===== src/rtl/egress_queue.sv =====
// Per-output packet FIFO sitting after the switch: buffers (data, destination)
// pairs under downstream backpressure and counts pops per destination.
module egress_queue #(
  parameter int    Depth    = 4,
  parameter int    NumDst   = 0,
  parameter type   data_t   = logic,
  parameter int    CntWidth = 16,
  parameter type   addr_t   = logic [(NumDst > 1 ? $clog2(NumDst) : 1)-1:0]
) (
  input  logic                             clk_i,
  input  logic                             rst_ni,
  input  logic                             flush_i,
  input  data_t                            data_i,
  input  addr_t                            addr_i,
  input  logic                             valid_i,
  output logic                             ready_o,
  output data_t                            data_o,
  output addr_t                            addr_o,
  output logic                             valid_o,
  input  logic                             ready_i,
  output logic [$clog2(Depth):0]           usage_o,
  output logic [NumDst-1:0][CntWidth-1:0]  delivered_o
);

  localparam int PtrW   = $clog2(Depth);
  localparam int UsageW = PtrW + 1;

  // Handshake: a transfer happens on a rising edge where valid and ready are
  // both high and flush_i is low; ready_o depends only on registered occupancy.
  data_t                            r_data [Depth];
  addr_t                            r_addr [Depth];
  logic [PtrW-1:0]                  r_wptr;
  logic [PtrW-1:0]                  r_rptr;
  logic [UsageW-1:0]                r_usage;
  logic [NumDst-1:0][CntWidth-1:0]  r_cnt;

  logic w_push;
  logic w_pop;

  assign ready_o     = (r_usage != UsageW'(Depth));
  assign valid_o     = (r_usage != '0);
  assign data_o      = r_data[r_rptr];
  assign addr_o      = r_addr[r_rptr];
  assign usage_o     = r_usage;
  assign delivered_o = r_cnt;

  assign w_push = valid_i && ready_o && !flush_i;
  assign w_pop  = valid_o && ready_i && !flush_i;

  // Payload storage carries no reset; only the bookkeeping below does.
  always_ff @(posedge clk_i) begin
    if (w_push) begin
      r_data[r_wptr] <= data_i;
      r_addr[r_wptr] <= addr_i;
    end
  end

  always_ff @(posedge clk_i or negedge rst_ni) begin
    if (!rst_ni) begin
      r_wptr  <= '0;
      r_rptr  <= '0;
      r_usage <= '0;
    end else if (flush_i) begin
      r_wptr  <= '0;
      r_rptr  <= '0;
      r_usage <= '0;
    end else begin
      if (w_push) r_wptr <= r_wptr + 1'b1;
      if (w_pop)  r_rptr <= r_rptr + 1'b1;
      case ({w_push, w_pop})
        2'b10:   r_usage <= r_usage + 1'b1;
        2'b01:   r_usage <= r_usage - 1'b1;
        default: r_usage <= r_usage;
      endcase
    end
  end

  // Saturating per-destination counters; flush leaves them untouched.
  always_ff @(posedge clk_i or negedge rst_ni) begin
    if (!rst_ni) begin
      r_cnt <= '0;
    end else begin
      for (int d = 0; d < NumDst; d++) begin
        if (w_pop && (addr_o == addr_t'(d)) && (r_cnt[d] != '1)) begin
          r_cnt[d] <= r_cnt[d] + 1'b1;
        end
      end
    end
  end

endmodule


===== config.mk =====
export PLATFORM = sky130hd
export DESIGN_NAME = egress_queue
export DESIGN_NICKNAME = d
export VERILOG_FILES = /design/src/rtl/egress_queue.sv
export SDC_FILE = /design/constraint.sdc
export NUM_CORES = 1
export LEC_CHECK = 0
export BUFFER_PORTS_ARGS = -buffer_cell sky130_fd_sc_hd__buf_4
export CAP_MARGIN = 15
export CORE_MARGIN = 1.5
export CORE_UTILIZATION = 45
export CTS_CLUSTER_SIZE = 30
export DETAILED_ROUTE_END_ITERATION = 8
export PLACE_DENSITY_LB_ADDON = 0.08
export SLEW_MARGIN = 20
export SYNTH_ARGS = -nofsm -noshare
export SYNTH_HDL_FRONTEND = slang
export SYNTH_SLANG_ARGS = --single-unit

===== constraint.sdc =====
create_clock -name clk_i -period 2.9 [get_ports clk_i]
set_clock_uncertainty 0.2 [all_clocks]
set_input_delay 0.725 -clock clk_i [delete_from_list [all_inputs] [get_ports clk_i]]
set_output_delay 0.725 -clock clk_i [all_outputs]
set_load 0.005 [all_outputs]

==> flow_results.org <==
** Die
- The floorplan step set the die width to between 50 and 60 um.
- For this configuration, the core starts out at a cell density of about half.
- Vert. Die Dim :: 52.6 um
- The floorplan step defined a core boundary enclosing 0.00225 mm2.
- Number of placement rows :: 17
- During I/O placement, the number of pins put on the boundary was 46.
- The floorplan step defined a die boundary enclosing 0.00276 mm2.

** Placement
- Gpl congestion :: 0.726
- DP Wirelength :: 1250 um
- Once placement finished, the instance area stood at 0.00108 mm2.
- Number of buffers added on ports :: 13

** CTS
- Clock sink count :: 15
- After clock tree synthesis, the setup repair step added 0 buffers.
- Clock-pin slew was measured on the worst setup and hold paths at about 100 ps.
- H-tree level count :: 1
- CTS placed an instance of sky130_fd_sc_hd__clkbuf_4 at the clock tree root.
- TritonCTS built the clock tree.
- Number of buffers inserted during clock tree synthesis :: 3
- Clock latency on the worst-skew pair, taken at its later pin, is 280 ps.
- For this design, the CTS-stage hold fixing added 0 buffers.
- # resized after CTS :: 0
- The clock passes through at most 2 buffers.

** Critical path
- Counting cells, the worst reg-to-reg path comes to 7.
- The largest individual stage delay along the critical path comes from the cell sky130_fd_sc_hd__mux4_2.
- Cell Chain, Critical Path :: mux4_2 -> buf_4
- Type of the setup path with the least slack :: reg -> out
- The worst setup path is captured at an output port.
- Crit-path max FO :: 4
- Critical path launch point type :: flip-flop
- Largest stage delay on the critical path :: 520 ps
- Data required time of the critical path :: 1980 ps
- Data arrives at the worst endpoint at between 1000 and 1500 ps.

** Routing
- In the routed design, unresolved DRC markers number 0.
- Total iterations of the first detailed-routing run :: 4
- After the first detailed-routing iteration, the DRC count stood at 11.
- Number of vias per cell after detailed routing :: around 4.5
- Sum of routed wire length over all layers :: 1650 um
- Number of vias after detailed routing :: 670
- Remaining antenna violation count :: 0
- In the final routed layout, each cell accounts on average for between 10 and 15 um.

** Timing
- Fin Hold WS :: about 30 ps
- Time the final worst path needs with I/O delays and setup :: approximately 2300 ps
- Final Hold Viols :: 0
- After layout, the worst path uses 81.0% of the clock period.
- The final count of pins violating max slew was 0.
- Final setup violation count :: 0
- Fmax :: 426 MHz
- Total Neg Setup Slack :: 0 ps
- Setup repair after global routing missed its margin :: false

** Yosys
- Distinct cells, synth :: 33
- Yosys printed 32 warnings.
- Number of flops mapped to enable cells by yosys :: 8
- Number of flip-flops and latches in the synthesized netlist :: 15
- Post-synth top flop :: sky130_fd_sc_hd__edfxtp_1
- Share of the yosys chip area belonging to registers :: a little under two fifths
- Ranking of synthesized cells by area :: sky130_fd_sc_hd__buf_4 22%, sky130_fd_sc_hd__edfxtp_1 22%, sky130_fd_sc_hd__dfrtp_1 16%, sky130_fd_sc_hd__ha_1 4.5%, sky130_fd_sc_hd__mux4_2 4.1%
- In this run the biggest area consumer among cell types represents 21.7% of the synthesized area.
- The cell count after synthesis came out at 109.
- Post-synth design cell area :: 0.00110 mm2
- In this run the mean area of a mapped cell was 10.1 um2.
- sky130_fd_sc_hd__buf_4 takes more of the synthesized area than any other cell.
- Share of async-settable or async-resettable flops after synthesis :: 46.7%

** GRT
- The first global-routing pass estimated around 2800 um of wire.
- Entering global routing, the biggest net connects 15 pins.
- The total overflow left after global routing is 0.
- The number of global-route vias before repair was 587.
- Initial antenna violation count :: 0
- In the global route stage, overall resource usage came out at 14.0%.

** Final layout
- Once layout is done, the placed cells without fillers occupy 0.00110 mm2.
- Relative to the synthesized area, the layout overhead comes to -0.226%.
- Layout Nets :: 133
- Area occupied by multi-input gates :: 520 um2
- Antenna diode count :: 0
- The sequential cells in the finished layout cover a total of 415 um2.
- Proportion of layout cells with a drive suffix above 1 :: between 10% and 20%
- Fill cell instance count of the final layout :: 227
- The library cell used most frequently in the layout, excluding fill and tap cells, is sky130_fd_sc_hd__conb_1.
- Most frequent cells in the layout :: 32 x sky130_fd_sc_hd__conb_1, 13 x sky130_fd_sc_hd__buf_4, 11 x sky130_fd_sc_hd__nor2_1, 8 x sky130_fd_sc_hd__edfxtp_1, 7 x sky130_fd_sc_hd__dfrtp_1

** Power
- Summed over all cells, the static leakage comes to 0.498 nW.
- IR analysis of the VDD net gives a maximum drop of 0.213 mV.
- In this run the power density over the cells is 473 mW/mm2.
- PnR Total Power :: 521 uW

** Outcome
- Outcome :: finished clean

** Run
- Max-cap violations in this run came to 0.

** Hold path
- Worst hold path class :: in -> async
==> kinds of logic (layout without fill, tap and decap cells) <==
group / count (synthesis) / count (layout) / synth area share [%]
fa+ha+maj: 5 / 5 / 6.34
simple gates: 33 / 33 / 16.2
xor+xnor: 4 / 4 / 3.17
mux: 2 / 2 / 4.08
buf+inv: 39 / 19 / 25.8
other cells: 1 / 32 / 0.339
flops: 15 / 15 / 37.6
compound gates: 10 / 10 / 6.46
==> layer usage <==
metal  global-route usage (%)  vias up  part of all wire (%)
met3                     1.71        4                   6.7
met2                     21.3       38                    45
met5                        0        -                     0
met1                     19.0      306                    46
met4                     8.12        0                   1.9
li1                         -      322                     -
==> flip-flops by register name (all words and copies together), names as in the netlist <==
name,count
usage_o,3
r_addr,4
r_wptr,2
r_rptr,2
r_data,4
==> area by class of cell <==
class | instances | share of cell area (%)
clock buffer | 4 | 2.38
inverter | 2 | 0.681
tap | 28 | 3.18
sequential | 15 | 37.7
timing repair buffer | 13 | 8.85
multi-input combinational | 86 | 47.2
==> worst max-delay path: cells and delay by family, from the launching register on <==
kind	cells	cell delay, ps
flip-flops	1	470
buffers and inverters	1	150
multiplexers	1	520
==> synthesized netlist by cell type (all sizes together), types with 2 or more instances <==
library cell	instances
edfxtp	8
a21oi	3
xnor2	2
nor2	11
nand3	4
xor2	2
mux4	2
and2	4
nor2b	2
inv	2
buf	37
or3b	2
nand2	4
nor3	2
dfrtp	7
ha	4
==> where the power goes <==
part	internal, mW	switching (mW)
combinational	0.0703	0.0655
sequential	0.240	0.0253
clock	0.0534	0.0663
total	0.364	0.157
==> worst paths after layout <==
| kind | from | to | slack (ps) |
|---|---|---|---|
| setup / recovery | r_rptr[0]$_DFFE_PN0P_ | addr_o | 550 |
| hold / removal | rst_ni | r_rptr[1]$_DFFE_PN0P_ | 30 |
| setup reg to reg | usage_o[0]$_DFFE_PN0P_ | usage_o[1]$_DFFE_PN0P_ | 620 |
| hold reg to reg | r_wptr[1]$_DFFE_PN0P_ | r_wptr[1]$_DFFE_PN0P_ | 390 |
| max in group asynchronous | rst_ni | r_wptr[0]$_DFFE_PN0P_ | 2330 |
| min in group clk_i | r_wptr[1]$_DFFE_PN0P_ | r_wptr[1]$_DFFE_PN0P_ | 390 |
==> through the flow <==
stage,setup WS [ps],utilization (%),instances
2_1_floorplan,624,-,140
3_3_place_gp,588,47.7,144
3_5_place_dp,554,47.7,144
4_1_cts,533,48.9,148
5_1_grt,464,48.9,148
6_report,552,48.9,148
No activity file was read; power rests on OpenSTA's default activity.
